<file path="config.mk">
export PLATFORM = sky130hd
export DESIGN_NAME = spi_frame_arbiter
export DESIGN_NICKNAME = d
export VERILOG_FILES = /design/src/rtl/spi_frame_arbiter.sv
export SDC_FILE = /design/constraint.sdc
export NUM_CORES = 1
export LEC_CHECK = 0
export ABC_AREA = 1
export CAP_MARGIN = 20
export CORE_MARGIN = 3
export CORE_UTILIZATION = 44
export CTS_CLUSTER_SIZE = 40
export DETAILED_ROUTE_END_ITERATION = 10
export GPL_ROUTABILITY_DRIVEN = 0
export GPL_TIMING_DRIVEN = 0
export PLACE_DENSITY = 0.78
export SKIP_CTS_REPAIR_TIMING = 1
export SYNTH_ARGS = -nofsm -noshare
export SYNTH_HDL_FRONTEND = slang
export SYNTH_SLANG_ARGS = --single-unit
</file>
<file path="constraint.sdc">
create_clock -name clk -period 1.4 [get_ports clk]
set_input_delay 0.14 -clock clk [delete_from_list [all_inputs] [get_ports clk]]
set_output_delay 0.14 -clock clk [all_outputs]
set_load 0.01 [all_outputs]
</file>
<file path="src/rtl/spi_frame_arbiter.sv">
// Round-robin arbiter that shares one SPI byte transmitter between two frame
// requesters, framing each transfer with chip-select and a minimum CS-high gap.
module spi_frame_arbiter #(
   parameter int unsigned CS_GAP = 8
) (
   input  logic       clk,
   input  logic       reset,
   input  logic       req0,
   input  logic       req1,
   input  logic [3:0] len0,
   input  logic [3:0] len1,
   input  logic [7:0] data0,
   input  logic [7:0] data1,
   output logic       ack0,
   output logic       ack1,
   output logic       done0,
   output logic       done1,
   output logic [1:0] grant,
   output logic       busy,
   output logic [7:0] tx_data,
   output logic       tx_cs,
   input  logic       tx_valid
);

   localparam logic [7:0] GAP_LOAD = 8'(CS_GAP - 1);

   typedef enum logic [1:0] {S_IDLE, S_SEND, S_GAP} state_t;

   state_t     state_q, state_d;
   logic [3:0] cnt_q, cnt_d;
   logic [7:0] gap_q, gap_d;
   logic [1:0] grant_q, grant_d;
   logic [1:0] ack_q, ack_d;
   logic [1:0] done_q, done_d;
   logic       last_q, last_d;   // 1 = requester 1 owned the last frame
   logic       busy_q, busy_d;
   logic [7:0] tx_data_q, tx_data_d;
   logic       tx_cs_q, tx_cs_d;

   logic eff0, eff1, pick1;
   logic [7:0] owner_data;

   assign eff0  = req0 && (len0 != 4'd0);
   assign eff1  = req1 && (len1 != 4'd0);
   // On a tie the requester that did not own the previous frame wins.
   assign pick1 = eff1 && (!eff0 || !last_q);
   assign owner_data = grant_q[1] ? data1 : data0;

   always_comb begin
      state_d   = state_q;
      cnt_d     = cnt_q;
      gap_d     = gap_q;
      grant_d   = grant_q;
      ack_d     = 2'b00;
      done_d    = 2'b00;
      last_d    = last_q;
      busy_d    = busy_q;
      tx_data_d = tx_data_q;
      tx_cs_d   = tx_cs_q;
      case (state_q)
         S_IDLE: begin
            if (eff0 || eff1) begin
               grant_d   = pick1 ? 2'b10 : 2'b01;
               ack_d     = pick1 ? 2'b10 : 2'b01;
               cnt_d     = pick1 ? len1 : len0;
               tx_data_d = pick1 ? data1 : data0;
               last_d    = pick1;
               tx_cs_d   = 1'b0;
               busy_d    = 1'b1;
               state_d   = S_SEND;
            end
         end
         S_SEND: begin
            if (tx_valid) begin
               if (cnt_q > 4'd1) begin
                  cnt_d     = cnt_q - 4'd1;
                  tx_data_d = owner_data;
                  ack_d     = grant_q;
               end else begin
                  cnt_d   = 4'd0;
                  tx_cs_d = 1'b1;
                  done_d  = grant_q;
                  grant_d = 2'b00;
                  gap_d   = GAP_LOAD;
                  state_d = S_GAP;
               end
            end
         end
         S_GAP: begin
            // Leaving one cycle early lets the next grant land exactly CS_GAP
            // edges after the final byte, so tx_cs is high for CS_GAP cycles.
            if (gap_q <= 8'd1) begin
               gap_d   = 8'd0;
               busy_d  = 1'b0;
               state_d = S_IDLE;
            end else begin
               gap_d = gap_q - 8'd1;
            end
         end
         default: state_d = S_IDLE;
      endcase
   end

   always_ff @(posedge clk or posedge reset) begin
      if (reset) begin
         state_q   <= S_IDLE;
         cnt_q     <= 4'd0;
         gap_q     <= 8'd0;
         grant_q   <= 2'b00;
         ack_q     <= 2'b00;
         done_q    <= 2'b00;
         last_q    <= 1'b1;
         busy_q    <= 1'b0;
         tx_data_q <= 8'h00;
         tx_cs_q   <= 1'b1;
      end else begin
         state_q   <= state_d;
         cnt_q     <= cnt_d;
         gap_q     <= gap_d;
         grant_q   <= grant_d;
         ack_q     <= ack_d;
         done_q    <= done_d;
         last_q    <= last_d;
         busy_q    <= busy_d;
         tx_data_q <= tx_data_d;
         tx_cs_q   <= tx_cs_d;
      end
   end

   assign ack0    = ack_q[0];
   assign ack1    = ack_q[1];
   assign done0   = done_q[0];
   assign done1   = done_q[1];
   assign grant   = grant_q;
   assign busy    = busy_q;
   assign tx_data = tx_data_q;
   assign tx_cs   = tx_cs_q;

endmodule
</file>
==> results.md, run 1 <==
* Global route total overflow at 0
* CP startpoint kind: flip-flop
* Initial DRC Count at around 110
* Final nets at 359
* Worst Hold Class: in -> async
* Xor and xnor area share after synthesis at less than 1%
* Vias in the first global route at 1,726
* Switching share of power at between 40% and 50%
* Warnings from Yosys at 0
* Worst skew pair latency at 0.29 ns
* Crit path time final at around 1.5 ns
* Clock Pin Slew Worst Setup and Hold Paths at roughly 0.070 ns
* Post-Synth Adder-Cell Area at 2.71%
* Final Max Tran Viols at 0
* Kind of critical path: reg -> reg
* DR DRC count at 0
* CTS tree: done
* Crit-path slowest cell: dfrtp_2
* Failing checks: negative setup slack
* Fin. Hold Viols at 0
* Slew @ Worst Pin at between 0.7 and 0.8 ns
* Combinational power share at between 60% and 70%
* Setup crit end kind: flip-flop
* FF/Latch Area at slightly below 800 um^2
* Compound-gate portion of the synthesized area at approximately a tenth
* Period utilisation layout at 108%
* Post-layout util at slightly above 70%
* Number of max-cap violations at 0
* Num CTS Buffers at 5
* Layout cells sized above 1 at ~24%
* Wire length per cell at 13.9 um
* Setup ws final at -0.108 ns
* Clock skew at 0.00940 ns
* Synth top area cells: dfrtp_1 (39%), nand2_1 (22%), nor2_1 (5.1%)
* I/O pin cnt at between 40 and 50
* CP Data Required Time at between 1.5 and 2 ns
* RSZ-0062 raised after global routing: true
* Total number of vias at 1,963
* Routed WL at roughly 5.2 mm
* Starting Density at between 40 and 50%
* First-pass GRT wire length at between 7 and 8 mm
* Area leader, netlist: dfrtp_1
* H-tree Lvls at 2
* Yosys top cell area share at between 30% and 40%
* Die H at around 71 um
* Outcome: complete, but fails checks
* Most frequent CP cell: inv_2
* Dpl ws at -0.351 ns
* Total power at 6.26 mW
* Slew HR at between 50% and 60%
* Clock network power share at approximately 12%
* Core area at ~3900 um^2
* Yosys cell types at 27
* VDD IR-drop max at 1.35 mV
* Pin count of the biggest net entering global routing at 18
* Final setup TNS at -1.38 ns
* Syn Area/Cell at 7.19 um^2
* CP Cell Sequence: inv_2, ha_4, o21ai_4, inv_2, nand3_4, nand2_4, buf_6, nand3_1, nand2_1, nor2_1
* CTS root buf: clkbuf_8
* Hpwl dp at between 3 and 4 mm
* Mapped Area at 1850 um^2
* Commonest non-fill, non-tap cell in the layout: nand2_1
* Static Leak at about 1.4 nW
* Area growth syn-to-layout at 50.5%
* PortBufs at between 40 and 50
* # clock sinks at 31
* Largest family of logic cells by synthesized area: simple AND/OR/NAND/NOR gates
* Switching Power at around 2.8 mW
* Pwr Density at 2250 nW/um^2
* Seq/Total Area, Yosys at 42.1%
* Post-DRT Antenna Nets at 0
* Critical path peak fanout at 5
* # diodes at 0
* Synth Area in Simple Gates at between 30% and 40%
* Rows at 22
* Sequential power share at approximately a quarter
* Cell count after synthesis at between 200 and 300
* Clock Path Buffers at 2
* Die Wd at 70.8 um
* Post-synthesis mux area share at 0%
* Fill cells at 287
* Max incr delay on CP at ~0.42 ns
* GRT Total Usage at a little under a fifth
* CP arrival at around 1.7 ns
* Most frequent cells in the layout: nand2_1 (95), clkdlybuf4s50_1 (41), dfrtp_1 (27)
* Post-Syn Nets at 290
* Fmax at ~0.66 GHz
* Yosys reg bits at 31
* Final setup violation count at 21
* TritonRoute pass-1 iters at 5
* Multi-input gate area at roughly 1100 um^2
* Reg2reg path depth at 10
* Initial antenna violation count at 0
* Worst hold slack at approximately 0.26 ns
* Vias/cell at roughly 5.2
* Die area at roughly 5000 um^2
* Cell Int Power at approximately 3.4 mW
-- kinds of logic (layout without fill, tap and decap cells) --
family                     after synthesis  after routing
and+or+nand+nor                        163            163
DFF                                     31             31
AOI/OAI and AO/OA                       29             29
xor gates and xnor gates                 2              2
buffers and inverters                   28             97
adders and majority gates                4              4
-- critical path, delay by kind of cell, from the launching register on --
family	cells	cell delay [ns]
AND/OR/NAND/NOR	5	0.42
flip-flops	1	0.42
adder cells (fa/ha/maj)	1	0.17
buffers and inverters	3	0.28
AO/OA/AOI/OAI	1	0.15
-- state kept, by name, indices dropped and copies added, names as in the netlist --
name,cells
ack_q,2
busy,1
cnt_q,4
done_q,2
gap_q,8
grant,2
last_q,1
state_q,2
tx_cs,1
tx_data,8
-- Yosys cell counts --
cell,count
nand2_1,107
dfrtp_1,29
nor2_1,25
inv_1,20
nand3_1,18
o21ai_0,14
o21bai_1,9
a21oi_1,4
ha_1,4
nor3_1,3
buf_4,2
dfstp_2,2
inv_2,2
inv_4,2
nand2_4,2
nand4_1,2
xor2_1,2
a22oi_1,1
buf_6,1
clkbuf_1,1
nand2_2,1
nand3_2,1
nand3_4,1
nor2_2,1
nor2_8,1
o21ai_2,1
or2_2,1
-- through the flow --
step	instance area, um^2	std cells
6_report	2780	374
5_1_grt	2780	374
4_1_cts	2470	357
3_5_place_dp	2380	350
3_3_place_gp	2360	349
2_1_floorplan	1860	257
-- power by group through the flow --
stage | logic (mW) | clock network (mW) | registers, mW
final | 4.01 | 0.725 | 1.53
after global routing | 4.43 | 0.787 | 1.57
after CTS | 3.08 | 0.734 | 1.47
after detailed placement | 3.07 | 0 | 1.47
after global placement | 2.98 | 0 | 1.48
after floorplan | 2.08 | 0 | 1.53
-- final cells by class --
type / count / area share [%]
inverter: 24 / 3.60
multi-input combinational: 198 / 40.1
clock inverter: 1 / 0.180
tap: 48 / 2.16
buffer: 4 / 1.53
clock buffer: 6 / 2.97
timing repair buffer: 62 / 21.4
sequential: 31 / 28.1
-- routing by layer --
metal  vias to the layer above  GRT usage, %  routed length [um]
li1                        952             -                   -
met1                       916          26.1                2340
met2                        82          28.3                2380
met3                        13          5.54                 370
met4                         0          8.14                 129
met5                         -             0                   0
-- final timing paths --
path | slack [ns] | start | endpoint
worst max register to register | -0.11 | cnt_q[0]$_DFFE_PP0P_ | gap_q[7]$_DFFE_PP0P_
worst min register to register | 0.47 | tx_cs$_DFFE_PP1P_ | tx_cs$_DFFE_PP1P_
worst max-delay path | -0.11 | cnt_q[0]$_DFFE_PP0P_ | gap_q[7]$_DFFE_PP0P_
max in group asynchronous | 0.51 | reset | last_q$_DFFE_PP1P_
min in group clk | 0.47 | tx_cs$_DFFE_PP1P_ | tx_cs$_DFFE_PP1P_
worst min-delay path | 0.26 | reset | tx_data[0]$_DFFE_PP0P_
Note: power is estimated with default switching activity, not from simulation.
==> inputs of run 2 (changes only) <==
--- a/config.mk
+++ b/config.mk
@@ -14,6 +14,7 @@
 export GPL_ROUTABILITY_DRIVEN = 0
 export GPL_TIMING_DRIVEN = 0
 export PLACE_DENSITY = 0.78
+export SETUP_SLACK_MARGIN = 0.4
 export SKIP_CTS_REPAIR_TIMING = 1
 export SYNTH_ARGS = -nofsm -noshare
 export SYNTH_HDL_FRONTEND = slang
==> constraint.sdc (replaced) <==
create_clock -name clk -period 1.2 [get_ports clk]
set_input_delay 0.12 -clock clk [delete_from_list [all_inputs] [get_ports clk]]
set_output_delay 0.12 -clock clk [all_outputs]
set_load 0.01 [all_outputs]
==> run 2 against run 1 <==
  * The run still ends with negative setup slack left
  * Utilization increased by 1.9 points
  * Final area increased by 2.6%
  * Fmax decreased by 1.5%
  * Register-to-register slack got worse by 0.22 ns
  * Critical endpoint is now gap_q[0]$_DFFE_PP0P_
  * Largest power group unchanged
  * Highest routed layer unchanged
==> results.md, run 2 (synthesis gave the netlist of run 1 again) <==
* # clock sinks at 31 (unchanged)
* RSZ-0062 raised after global routing: true
* CTS root buf: clkbuf_8
* Dpl ws at -0.543 ns (-0.191 ns)
* H-tree Lvls at 2 (unchanged)
* # diodes at 0 (unchanged)
* Kind of critical path: reg -> reg
* FF/Latch Area at 782 um^2 (+0.16%)
* CP Data Required Time at 1.37 ns (-0.25 ns)
* Commonest non-fill, non-tap cell in the layout: nand2_1
* Vias in the first global route at 1,665 (-3.5%)
* Setup crit end kind: flip-flop
* Global route total overflow at 0 (unchanged)
* Vias/cell at 5.07 (-3.4%)
* Hpwl dp at 3.39 mm (+2.9%)
* Area growth syn-to-layout at 54.4%
* Die area at 5010 um^2 (unchanged)
* TritonRoute pass-1 iters at 4 (-1)
* CP arrival at 1.71 ns (-0.02 ns)
* Initial DRC Count at 116 (+10%)
* DR DRC count at 0 (unchanged)
* Die H at 70.8 um (unchanged)
* Multi-input gate area at 1120 um^2 (+1.0%)
* Final nets at 365 (+1.7%)
* CP startpoint kind: flip-flop
* Fin. Hold Viols at 0 (unchanged)
* Starting Density at 47.9% (unchanged)
* Routed WL at 5.33 mm (+2.2%)
* Failing checks: negative setup slack
* Post-DRT Antenna Nets at 0 (unchanged)
* Worst skew pair latency at 0.28 ns (about the same)
* Most frequent cells in the layout: nand2_1 (98), clkdlybuf4s50_1 (29), dfrtp_1 (26)
* I/O pin cnt at 45 (unchanged)
* Pin count of the biggest net entering global routing at 23 (+5)
* Fill cells at 281 (-2.1%)
* Rows at 22 (unchanged)
* Slew @ Worst Pin at 0.405 ns (-0.299 ns)
* PortBufs at 44 (unchanged)
* Core area at 3850 um^2 (unchanged)
* Final Max Tran Viols at 0 (unchanged)
* Die Wd at 70.8 um (unchanged)
* Final setup violation count at 32 (+52%)
* Num CTS Buffers at 5 (unchanged)
* Slew HR at 72.9% (+20 points)
* Clock Path Buffers at 2 (unchanged)
* Placed Instance Area at 2450 um^2 (+2.8%)
* VDD IR-drop max at 1.42 mV (+5.4%)
* Outcome: complete, but fails checks
* Post-route cell area at 2850 um^2 (+2.6%)
* Total number of vias at 1,932 (-1.6%)
* Initial antenna violation count at 0 (unchanged)
* Layout cells sized above 1 at 30.6% (+6.4 points)
* Fmax at 0.653 GHz (-1.5%)
* CTS tree: done
* Setup slack, reg-to-reg at -0.33 ns (-0.22 ns)
* Critical path peak fanout at 5 (unchanged)
* Clock skew at 0.00352 ns (-0.00587 ns)
* Period utilisation layout at 128% (+20 points)
* Setup ws final at -0.332 ns (-0.223 ns)
* Pwr Density at 2710 nW/um^2 (+20%)
* Clock Pin Slew Worst Setup and Hold Paths at 0.06 ns (about the same)
* Static Leak at 1.45 nW (+2.5%)
* Worst Hold Class: in -> async
* Crit path time final at 1.53 ns (+0.0234 ns)
* First-pass GRT wire length at 7.73 mm (+1.2%)
* Wire length per cell at 14.0 um (+0.31%)
* Reg2reg path depth at 9 (-1)
* Number of max-cap violations at 0 (unchanged)
* GRT Total Usage at 19.5% (+0.34 points)
## run 2: cell count changes in the layout (fill, tap and decap cells not counted), sizes merged
cell and change:
dlymetal6s2s -3, inv -1, buf +19, clkdlybuf4s50 -12, clkinv -1, clkbuf +4
clkinvlp +1
## run 2: worst paths after layout
path                                 startpoint                    to
max in group asynchronous                 reset    last_q$_DFFE_PP1P_
hold reg to reg              last_q$_DFFE_PP1P_    last_q$_DFFE_PP1P_
min in group clk             last_q$_DFFE_PP1P_    last_q$_DFFE_PP1P_
hold / removal                            reset  gap_q[4]$_DFFE_PP0P_
setup reg to reg           cnt_q[1]$_DFFE_PP0P_  gap_q[0]$_DFFE_PP0P_
setup / recovery           cnt_q[1]$_DFFE_PP0P_  gap_q[0]$_DFFE_PP0P_
## run 2: cell type report
class	instances	share of cell area (%)
multi-input cells	198	39.4
clock buffers	8	3.51
plain buffers	4	1.62
flip-flops and latches	31	27.4
repair buffers	68	22.1
inverters	24	3.82
well taps	48	2.11
## run 2: power by group
group / leakage (nW) / switching, mW / total [mW] / internal, mW
Sequential: 0.379 / 0.310 / 1.78 / 1.47
Clock: 0.0515 / 0.383 / 0.906 / 0.523
Combinational: 1.02 / 2.78 / 5.02 / 2.24
Total: 1.45 / 3.48 / 7.71 / 4.24
## run 2: metrics by stage
stage	std cells	hold slack (ns)	power (mW)	TNS (ns)	utilization (%)
2_1_floorplan	257	0.222	4.35	-3.37	-
3_3_place_gp	349	0.454	5.38	-20.87	62.8
3_5_place_dp	350	0.458	5.51	-11.36	63.5
4_1_cts	358	0.175	6.42	-11.10	66.1
5_1_grt	381	0.160	8.34	-10.00	74.0
6_report	381	0.139	7.71	-7.61	74.0
## run 2: worst max-delay path, stage by stage (launching register included)
cell	delay, ns
dfrtp_1	0.39
inv_2	0.08
ha_4	0.17
o21ai_4	0.16
inv_2	0.08
nand3_4	0.12
nand2_4	0.09
clkbuf_16	0.17
o21ai_2	0.13
inv_1	0.05
## run 2: metal layers
layer | wire, um | GRT usage, % | vias up
li1 | - | - | 963
met1 | 2310 | 26.7 | 882
met2 | 2610 | 29.2 | 80
met3 | 338 | 4.69 | 7
met4 | 70 | 8.56 | 0
met5 | 0 | 0 | -
